File: config.mk
export PLATFORM = sky130hd
export DESIGN_NAME = pwm_multi_ch
export DESIGN_NICKNAME = d
export VERILOG_FILES = /design/src/rtl/pwm_pkg.sv /design/src/rtl/pwm_cmp_ch.sv /design/src/rtl/pwm_multi_ch.sv
export SDC_FILE = /design/constraint.sdc
export NUM_CORES = 1
export LEC_CHECK = 0
export CORE_MARGIN = 4
export CORE_UTILIZATION = 50
export CTS_CLUSTER_DIAMETER = 150
export DETAILED_ROUTE_END_ITERATION = 8
export PLACE_DENSITY = 0.71
export SYNTH_ARGS = -nofsm -noshare
export SYNTH_HDL_FRONTEND = slang
export SYNTH_SLANG_ARGS = --single-unit
File: constraint.sdc
create_clock -name clk_50mhz -period 6.4 [get_ports clk_50mhz]
set_input_delay 1.28 -clock clk_50mhz [delete_from_list [all_inputs] [get_ports clk_50mhz]]
set_output_delay 1.28 -clock clk_50mhz [all_outputs]
set_load 0.005 [all_outputs]
File: src/rtl/pwm_pkg.sv
// Shared constants and types for the multi-channel PWM generator (pwm_multi_ch).
package pwm_pkg;

  localparam logic MODE_EDGE   = 1'b0;
  localparam logic MODE_CENTER = 1'b1;

  localparam int unsigned CNT_W_DEF  = 32;
  localparam int unsigned CH_NUM_MAX = 16;

  typedef enum logic {
    DIR_UP   = 1'b0,
    DIR_DOWN = 1'b1
  } dir_e;

endpackage

File: src/rtl/pwm_cmp_ch.sv
// One PWM channel: double-buffered compare value and registered comparator.
// With PWM_POLARITY_EN defined, an output polarity bit is buffered alongside ccr.
module pwm_cmp_ch
  import pwm_pkg::*;
#(
  parameter int unsigned CNT_W = CNT_W_DEF
) (
  input  logic             clk_50mhz,
  input  logic             rst_n,
  input  logic             en,
  input  logic             cfg_wr,
  input  logic             load_act,
  input  logic [CNT_W-1:0] ccr_in,
  input  logic [CNT_W-1:0] cnt,
`ifdef PWM_POLARITY_EN
  input  logic             pol_in,
`endif
  output logic             pwm
);

  logic [CNT_W-1:0] ccr_sh_q;
  logic [CNT_W-1:0] ccr_sh_d;
  logic [CNT_W-1:0] ccr_act_q;
  logic [CNT_W-1:0] ccr_act_d;
  logic             pwm_d;
  logic             idle_lvl;

`ifdef PWM_POLARITY_EN
  logic pol_sh_q;
  logic pol_sh_d;
  logic pol_act_q;
  logic pol_act_d;

  // Polarity follows the same shadow/active path as the compare value.
  always_comb begin
    pol_sh_d  = pol_sh_q;
    pol_act_d = pol_act_q;
    if (cfg_wr)   pol_sh_d  = pol_in;
    if (load_act) pol_act_d = pol_sh_q;
  end

  always_ff @(posedge clk_50mhz or negedge rst_n) begin
    if (!rst_n) begin
      pol_sh_q  <= 1'b0;
      pol_act_q <= 1'b0;
    end else begin
      pol_sh_q  <= pol_sh_d;
      pol_act_q <= pol_act_d;
    end
  end

  assign idle_lvl = pol_act_q;
`else
  assign idle_lvl = 1'b0;
`endif

  // Shadow takes writes; active takes shadow when the top signals a transfer.
  always_comb begin
    ccr_sh_d  = ccr_sh_q;
    ccr_act_d = ccr_act_q;
    if (cfg_wr)   ccr_sh_d  = ccr_in;
    if (load_act) ccr_act_d = ccr_sh_q;
    pwm_d = en ? ((cnt < ccr_act_q) ^ idle_lvl) : idle_lvl;
  end

  always_ff @(posedge clk_50mhz or negedge rst_n) begin
    if (!rst_n) begin
      ccr_sh_q  <= '0;
      ccr_act_q <= '0;
      pwm       <= 1'b0;
    end else begin
      ccr_sh_q  <= ccr_sh_d;
      ccr_act_q <= ccr_act_d;
      pwm       <= pwm_d;
    end
  end

endmodule

File: src/rtl/pwm_multi_ch.sv
// Multi-channel PWM: shared edge/center-aligned period counter with per-channel comparators.
// Optional macro PWM_POLARITY_EN adds a buffered per-channel output polarity input (pol).
module pwm_multi_ch
  import pwm_pkg::*;
#(
  parameter int unsigned CH_NUM = 4,
  parameter int unsigned CNT_W  = CNT_W_DEF
) (
  input  logic                    clk_50mhz,
  input  logic                    rst_n,
  input  logic                    en,
  input  logic                    cfg_wr,
  input  logic [CNT_W-1:0]        arr_in,
  input  logic [CH_NUM*CNT_W-1:0] ccr_in,
  input  logic                    mode_in,
`ifdef PWM_POLARITY_EN
  input  logic [CH_NUM-1:0]       pol,
`endif
  output logic [CH_NUM-1:0]       pwm,
  output logic                    period_end,
  output logic                    cfg_pending
);

  logic [CNT_W-1:0] cnt_q;
  logic [CNT_W-1:0] cnt_d;
  dir_e             dir_q;
  dir_e             dir_d;
  logic [CNT_W-1:0] arr_sh_q;
  logic [CNT_W-1:0] arr_sh_d;
  logic [CNT_W-1:0] arr_act_q;
  logic [CNT_W-1:0] arr_act_d;
  logic             mode_sh_q;
  logic             mode_sh_d;
  logic             mode_act_q;
  logic             mode_act_d;
  logic             pend_d;
  logic             upd_evt;
  logic             load_act;

  // Last cycle of the current period under the active mode.
  always_comb begin
    upd_evt = 1'b0;
    if (mode_act_q == MODE_EDGE) upd_evt = (cnt_q == arr_act_q);
    else                         upd_evt = (dir_q == DIR_DOWN) && (cnt_q == '0);
  end

  // Counter/direction sequencing and shadow-to-active transfer.
  always_comb begin
    cnt_d      = cnt_q;
    dir_d      = dir_q;
    arr_sh_d   = arr_sh_q;
    arr_act_d  = arr_act_q;
    mode_sh_d  = mode_sh_q;
    mode_act_d = mode_act_q;
    pend_d     = cfg_pending;
    load_act   = 1'b0;

    if (cfg_wr) begin
      arr_sh_d  = arr_in;
      mode_sh_d = mode_in;
    end

    if (!en) begin
      cnt_d    = '0;
      dir_d    = DIR_UP;
      load_act = 1'b1;
      pend_d   = cfg_wr;
    end else if (upd_evt) begin
      cnt_d    = '0;
      dir_d    = DIR_UP;
      load_act = cfg_pending;
      pend_d   = cfg_wr;
    end else begin
      pend_d = cfg_pending | cfg_wr;
      if (mode_act_q == MODE_EDGE) begin
        cnt_d = cnt_q + CNT_W'(1);
      end else if (dir_q == DIR_UP) begin
        // Turnaround at the top holds the count for one extra cycle.
        if (cnt_q == arr_act_q) dir_d = DIR_DOWN;
        else                    cnt_d = cnt_q + CNT_W'(1);
      end else begin
        cnt_d = cnt_q - CNT_W'(1);
      end
    end

    if (load_act) begin
      arr_act_d  = arr_sh_q;
      mode_act_d = mode_sh_q;
    end
  end

  always_ff @(posedge clk_50mhz or negedge rst_n) begin
    if (!rst_n) begin
      cnt_q       <= '0;
      dir_q       <= DIR_UP;
      arr_sh_q    <= '0;
      arr_act_q   <= '0;
      mode_sh_q   <= MODE_EDGE;
      mode_act_q  <= MODE_EDGE;
      cfg_pending <= 1'b0;
    end else begin
      cnt_q       <= cnt_d;
      dir_q       <= dir_d;
      arr_sh_q    <= arr_sh_d;
      arr_act_q   <= arr_act_d;
      mode_sh_q   <= mode_sh_d;
      mode_act_q  <= mode_act_d;
      cfg_pending <= pend_d;
    end
  end

  // Reset config (arr=0, edge) is itself a standing update event, so reset masks the pulse.
  assign period_end = rst_n & en & upd_evt;

  for (genvar i = 0; i < CH_NUM_MAX; i++) begin : g_ch
    if (i < CH_NUM) begin : g_on
      pwm_cmp_ch #(
        .CNT_W(CNT_W)
      ) u_ch (
        .clk_50mhz(clk_50mhz),
        .rst_n    (rst_n),
        .en       (en),
        .cfg_wr   (cfg_wr),
        .load_act (load_act),
        .ccr_in   (ccr_in[i*CNT_W +: CNT_W]),
        .cnt      (cnt_q),
`ifdef PWM_POLARITY_EN
        .pol_in   (pol[i]),
`endif
        .pwm      (pwm[i])
      );
    end
  end

endmodule

==> results.json, run 1 <==
{
  "min_delay_worst_endpoint": "g_ch[1].g_on.u_ch.ccr_act_q[31]",
  "design.core.area_um2": 34800,
  "power_per_cell_area_nw_per_um2": 276,
  "hp-class": "flop to flop",
  "synth.lib_cells_used.distinct": 62,
  "postCtsSetupRepairBufs": 0,
  "hold_path.startpoint": "g_ch[1].g_on.u_ch.ccr_sh_q[31]",
  "worst-endpoint-arrival_ns": 3.49,
  "rr_startpoint": "cnt_q[16]",
  "initial_core_util_pct": 51.1,
  "cts_max_level": 2,
  "grt_overflow_total": 0,
  "grt_max_degree": 87,
  "synth_area_um2": 17800,
  "port-buffer-count": 170,
  "layout_min_cycle_time_ns": 4.77,
  "die_w_um": 197,
  "ant_nets": 0,
  "detail_route.first_pass.iterations": 5,
  "yosysWarnings": 0,
  "regToRegEndpoint": "g_ch[1].g_on.u_ch.ccr_act_q[4]",
  "cts_made_buffers": 40,
  "io_pins": 171,
  "p_leak_nw": 9.82,
  "cp.buffers_inverters": 1,
  "routed_wirelength_um": 45500,
  "tns_ns": 0,
  "drt_iter0_markers": 990,
  "cts_hold_buf": 0,
  "run_status": "complete, no violations",
  "ctsRootBufferMaster": "sky130_fd_sc_hd__clkbuf_16",
  "clock_tree_from_tritoncts": "yes",
  "layout.nets": 2045,
  "number_of_placement_rows": 68,
  "library_cell_appearing_most_often_on_the_critical_path": "sky130_fd_sc_hd__nor2_1",
  "cts.sink_count": 360,
  "hold_path_depth": 2,
  "design.die.area_um2": 38600,
  "timing.slew.headroom_pct": 7.87,
  "avgRoutedWirePerCell_um": 20.3,
  "cts-resized-gates": 0,
  "post-dp-hpwl_um": 32500,
  "cp_data_required_time_ns": 5.12,
  "clk_latency_ns": 0.52,
  "drive_above_1_share_pct": 16.7,
  "layout_commonest_cell": "sky130_fd_sc_hd__dfrtp_1",
  "count_of_pins_over_their_slew_limit": 0,
  "grt_util_all_layers_pct": 23.4,
  "synth-edff-count": 0,
  "maxCapViolations": 0,
  "detail_route.vias_per_cell": 5.63,
  "endpoint_kind": "output port",
  "n_antenna_cell": 0,
  "irDropWorstVdd_mv": 0.234,
  "syn_area_per_cell_um2": 11.0,
  "chipHeight_um": 197,
  "layout.cells.most_common_list": "360 x sky130_fd_sc_hd__dfrtp_1, 193 x sky130_fd_sc_hd__mux2_2, 168 x sky130_fd_sc_hd__clkdlybuf4s50_1",
  "remaining_drc_errors": 0,
  "ys_seq_elements": 360,
  "timing.final.hold_violations": 0,
  "max-clock-path-buffers": 3,
  "place_congestion": 0.957,
  "clkTransAtPathRegs_ns": 0.07,
  "syn_nets": 1904,
  "ys_async_sr_fraction_pct": 100,
  "path_max_fanout": 15,
  "total_via_count_in_the_routed_design": 12600,
  "critical_path_class": "flop to output port",
  "antenna_found_initial": 1,
  "finClkSkew_ns": 0.0136,
  "regToRegSetupSlack_ns": 2.55,
  "timing.critical_path.max_delay_family": "simple AND/OR/NAND/NOR gates",
  "period_share_pct": 74.5,
  "first_global_vias": 13000,
  "ys_dominant_reg_cell": "sky130_fd_sc_hd__dfrtp_1",
  "worstPathCellList": "xor2_1 -> nor4_1 -> nand4_1 -> nor2_1 -> a21oi_1 -> nor2_1 -> clkdlybuf4s50_1",
  "critPathMaxStageDelay_ns": 0.71,
  "grt_pass1_wl_um": 72300,
  "rsz_0062_raised_after_global_routing": "false",
  "syn-instance-count": 1613,
  "final_total_pwr_mw": 5.84,
  "cp_slowest_cell": "sky130_fd_sc_hd__dfrtp_1",
  "max_slew.worst_pin.slew_ns": 1.38,
  "flow.area_growth_from_synthesis_pct": 18.9,
  "timing.fmax_mhz": 210,
  "worst_setup_path_start_kind": "flop",
  "final-setup-viol-count": 0,
  "ys_seq_area_share_pct": 50.7,
  "reg2regPathDepth": 8
}
## how the worst max path moves through the flow
stage,slack (ns),cells past startpoint,to,startpoint
after floorplan,3.22,6,period_end,cnt_q[17]
after global placement,2.27,4,period_end,en
after detailed placement,2.22,4,period_end,en
after CTS,1.69,7,period_end,cnt_q[21]
after global routing,1.39,7,period_end,cnt_q[24]
final,1.63,7,period_end,cnt_q[24]
## area by class of cell
type | instances | area (um2)
well taps | 455 | 569
clock buffers | 53 | 1140
inverters | 139 | 522
fillers | 2828 | 13700
clock inverters | 18 | 235
repair buffers | 185 | 1850
flip-flops and latches | 360 | 9010
multi-input cells | 1028 | 7800
## sequential cells by signal (all words and copies together) (netlist names), 4 cells and up
| signal | cells |
|---|---|
| cnt_q | 32 |
| arr_act_q | 32 |
| g_ch.g_on.u_ch.ccr_sh_q | 128 |
| g_ch.g_on.u_ch.pwm | 4 |
| g_ch.g_on.u_ch.ccr_act_q | 128 |
| arr_sh_q | 32 |
## synthesized netlist by cell type (all sizes together), types with 16 or more instances
master / instances / area (um2)
a21oi: 45 / 225
mux2: 197 / 2220
nand2: 166 / 623
nor3: 17 / 111
buf: 44 / 299
nor2: 45 / 169
xor2: 33 / 289
nand4: 28 / 175
or3: 16 / 100
o21ai: 160 / 801
nor4: 18 / 131
a21o: 33 / 248
clkbuf: 42 / 158
dfrtp: 360 / 9010
inv: 139 / 522
ha: 126 / 1580
## routing by layer
metal / wire length [um] / GRT usage [%] / vias up
met5: 7 / 0 / -
met4: 1160 / 6.57 / 2
met3: 2830 / 4.27 / 94
met2: 20700 / 36.6 / 393
met1: 20800 / 33.9 / 6186
li1: - / - / 5920
## power breakdown
| group | total, mW | internal (mW) | switching (mW) |
|---|---|---|---|
| combinational | 0.780 | 0.371 | 0.409 |
| clock | 2.37 | 1.46 | 0.916 |
| sequential | 2.69 | 2.54 | 0.149 |
## worst min-delay path, cell delays in order (launching register included)
cell and delay, ns:
sky130_fd_sc_hd__dfrtp_1 0.34, sky130_fd_sc_hd__nand2_1 0.05, sky130_fd_sc_hd__o21ai_0 0.06
## stage by stage
step	cell area, um2	hold WS [ns]	util [%]	worst slack [ns]	std cells
CTS	21100	0.485	60.7	1.69	2238
detailed placement	19700	0.464	56.8	2.22	2167
global route	21100	0.500	60.7	1.39	2238
finish	21100	0.480	60.7	1.63	2238
floorplan	17800	0.445	-	3.22	1613
global placement	19700	0.459	56.8	2.27	2167
## cell families (layout without fill, tap and decap cells)
| kind of cell | after synthesis | in the layout | synth area share, % |
|---|---|---|---|
| AO/OA/AOI/OAI | 311 | 311 | 10.4 |
| adder cells (fa/ha/maj) | 126 | 126 | 8.87 |
| AND/OR/NAND/NOR | 351 | 351 | 9.89 |
| buffers and inverters | 225 | 395 | 5.51 |
| XOR/XNOR | 42 | 42 | 2.07 |
| multiplexers | 198 | 198 | 12.5 |
| flip-flops | 360 | 360 | 50.7 |
No activity file was read; power rests on OpenSTA's default activity.
==> run 2: changes to the inputs <==
Clock period 6.4 ns to 4.83 ns, I/O delays scaled along.
==> results.json, run 2 (synthesized netlist as in run 1, its figures left out) <==
{
  "antenna_found_initial": 0,
  "endpoint_kind": "output port",
  "cts_made_buffers": 39,
  "initial_core_util_pct": 51.1,
  "max_slew.worst_pin.slew_ns": 1.01,
  "rsz_0062_raised_after_global_routing": "false",
  "clkTransAtPathRegs_ns": 0.06,
  "design.core.area_um2": 34800,
  "avgRoutedWirePerCell_um": 20.5,
  "timing.critical_path.max_delay_family": "simple AND/OR/NAND/NOR gates",
  "grt_max_degree": 86,
  "layout_min_cycle_time_ns": 4.25,
  "final_total_pwr_mw": 7.71,
  "total_via_count_in_the_routed_design": 12600,
  "cts_max_level": 2,
  "clock_tree_from_tritoncts": "yes",
  "ctsRootBufferMaster": "sky130_fd_sc_hd__clkbuf_16",
  "worstPathCellList": "or4_1 -> nor4_2 -> and4_1 -> a21oi_1 -> nor2_1 -> clkdlybuf4s50_1",
  "worst-endpoint-arrival_ns": 3.29,
  "first_global_vias": 13000,
  "final_ws_setup_ns": 0.577,
  "timing.final.hold_violations": 0,
  "timing.fmax_mhz": 235,
  "detail_route.vias_per_cell": 5.60,
  "place_worst_setup_slack_ns": 1.16,
  "period_share_pct": 88.1,
  "maxCapViolations": 0,
  "detail_route.first_pass.iterations": 5,
  "final_core_utilization_pct": 61.0,
  "critPathMaxStageDelay_ns": 0.70,
  "layout.nets": 2062,
  "power_per_cell_area_nw_per_um2": 363,
  "tns_ns": 0,
  "post-dp-hpwl_um": 33700,
  "cp_slowest_cell": "sky130_fd_sc_hd__or4_1",
  "drive_above_1_share_pct": 17.4,
  "path_max_fanout": 10,
  "place_congestion": 0.920,
  "flow.area_growth_from_synthesis_pct": 19.5,
  "die_w_um": 197,
  "max-clock-path-buffers": 3,
  "grt_pass1_wl_um": 73900,
  "postCtsSetupRepairBufs": 0,
  "final-setup-viol-count": 0,
  "layout_commonest_cell": "sky130_fd_sc_hd__dfrtp_1",
  "routed_wirelength_um": 46300,
  "p_leak_nw": 9.91,
  "clk_latency_ns": 0.53,
  "worst_setup_path_start_kind": "flop",
  "critical_path_class": "flop to output port",
  "port-buffer-count": 170,
  "cp_data_required_time_ns": 3.86,
  "design.die.area_um2": 38600,
  "cts.sink_count": 360,
  "finClkSkew_ns": 0.0250,
  "cp.buffers_inverters": 1,
  "grt_util_all_layers_pct": 24.1,
  "finalHoldWorstSlack_ns": 0.288,
  "n_antenna_cell": 0,
  "chipHeight_um": 197,
  "cts-resized-gates": 0,
  "number_of_placement_rows": 68,
  "timing.slew.headroom_pct": 32.7,
  "count_of_pins_over_their_slew_limit": 0,
  "ant_nets": 0,
  "drt_iter0_markers": 888,
  "hp-class": "input port to asynchronous set/reset pin",
  "reg.largest.list": "g_ch.g_on.u_ch.ccr_act_q (128), g_ch.g_on.u_ch.ccr_sh_q (128)",
  "io_pins": 171,
  "cts_hold_buf": 0,
  "remaining_drc_errors": 0,
  "irDropWorstVdd_mv": 0.237,
  "layout.cells.most_common_list": "360 x sky130_fd_sc_hd__dfrtp_1, 193 x sky130_fd_sc_hd__mux2_2, 168 x sky130_fd_sc_hd__clkdlybuf4s50_1",
  "grt_overflow_total": 0,
  "run_status": "complete, no violations"
}
==> run 2: path summary, 6_finish.rpt <==
| kind | slack, ns | from | cells after the start | to |
|---|---|---|---|---|
| worst max-delay path | 0.58 | cnt_q[20] | 6 | period_end |
| worst min-delay path | 0.29 | rst_n | 1 | g_ch[1].g_on.u_ch.ccr_act_q[15] |
| worst max register to register | 1.37 | cnt_q[20] | 9 | g_ch[2].g_on.u_ch.ccr_act_q[14] |
| worst min register to register | 0.47 | mode_sh_q | 1 | mode_act_q |
| max in group asynchronous | 2.65 | rst_n | 3 | g_ch[3].g_on.u_ch.ccr_sh_q[5] |
| min in group clk_50mhz | 0.47 | mode_sh_q | 1 | mode_act_q |
==> run 2: metal layers <==
layer	GRT usage (%)	vias up	part of all wire, %
met4	6.39	0	2.5
li1	-	5966	-
met3	3.69	72	5.4
met2	38.8	341	47
met1	34.5	6251	45
met5	0	-	0
==> run 2: final cells by class <==
type | count | area [um2]
fill | 2811 | 13600
sequential | 360 | 9010
multi-input combinational | 1028 | 7800
timing repair buffer | 203 | 1990
clock buffer | 55 | 1140
tap | 455 | 569
inverter | 139 | 522
clock inverter | 14 | 211
==> run 2: power by group <==
part | internal, mW | total [mW] | switching, mW | leakage (nW)
clock network | 1.91 | 3.10 | 1.19 | 0.659
registers | 3.36 | 3.55 | 0.188 | 4.35
logic | 0.500 | 1.06 | 0.562 | 4.90
total | 5.77 | 7.71 | 1.94 | 9.91
==> run 2: worst register-to-register path: stages, from the launching register on <==
cell	delay (ns)
sky130_fd_sc_hd__dfrtp_1	0.64
sky130_fd_sc_hd__or4_1	0.71
sky130_fd_sc_hd__nor4_2	0.37
sky130_fd_sc_hd__a41oi_1	0.23
sky130_fd_sc_hd__o31ai_2	0.13
sky130_fd_sc_hd__o21a_4	0.49
sky130_fd_sc_hd__buf_12	0.29
sky130_fd_sc_hd__buf_4	0.33
sky130_fd_sc_hd__nand2_1	0.09
sky130_fd_sc_hd__o21ai_1	0.11
==> run 2: through the flow <==
step / instances / area [um2]
global placement: 2185 / 19900
detailed placement: 2185 / 19900
global route: 2254 / 21200
floorplan: 1613 / 17800
CTS: 2254 / 21200
finish: 2254 / 21200
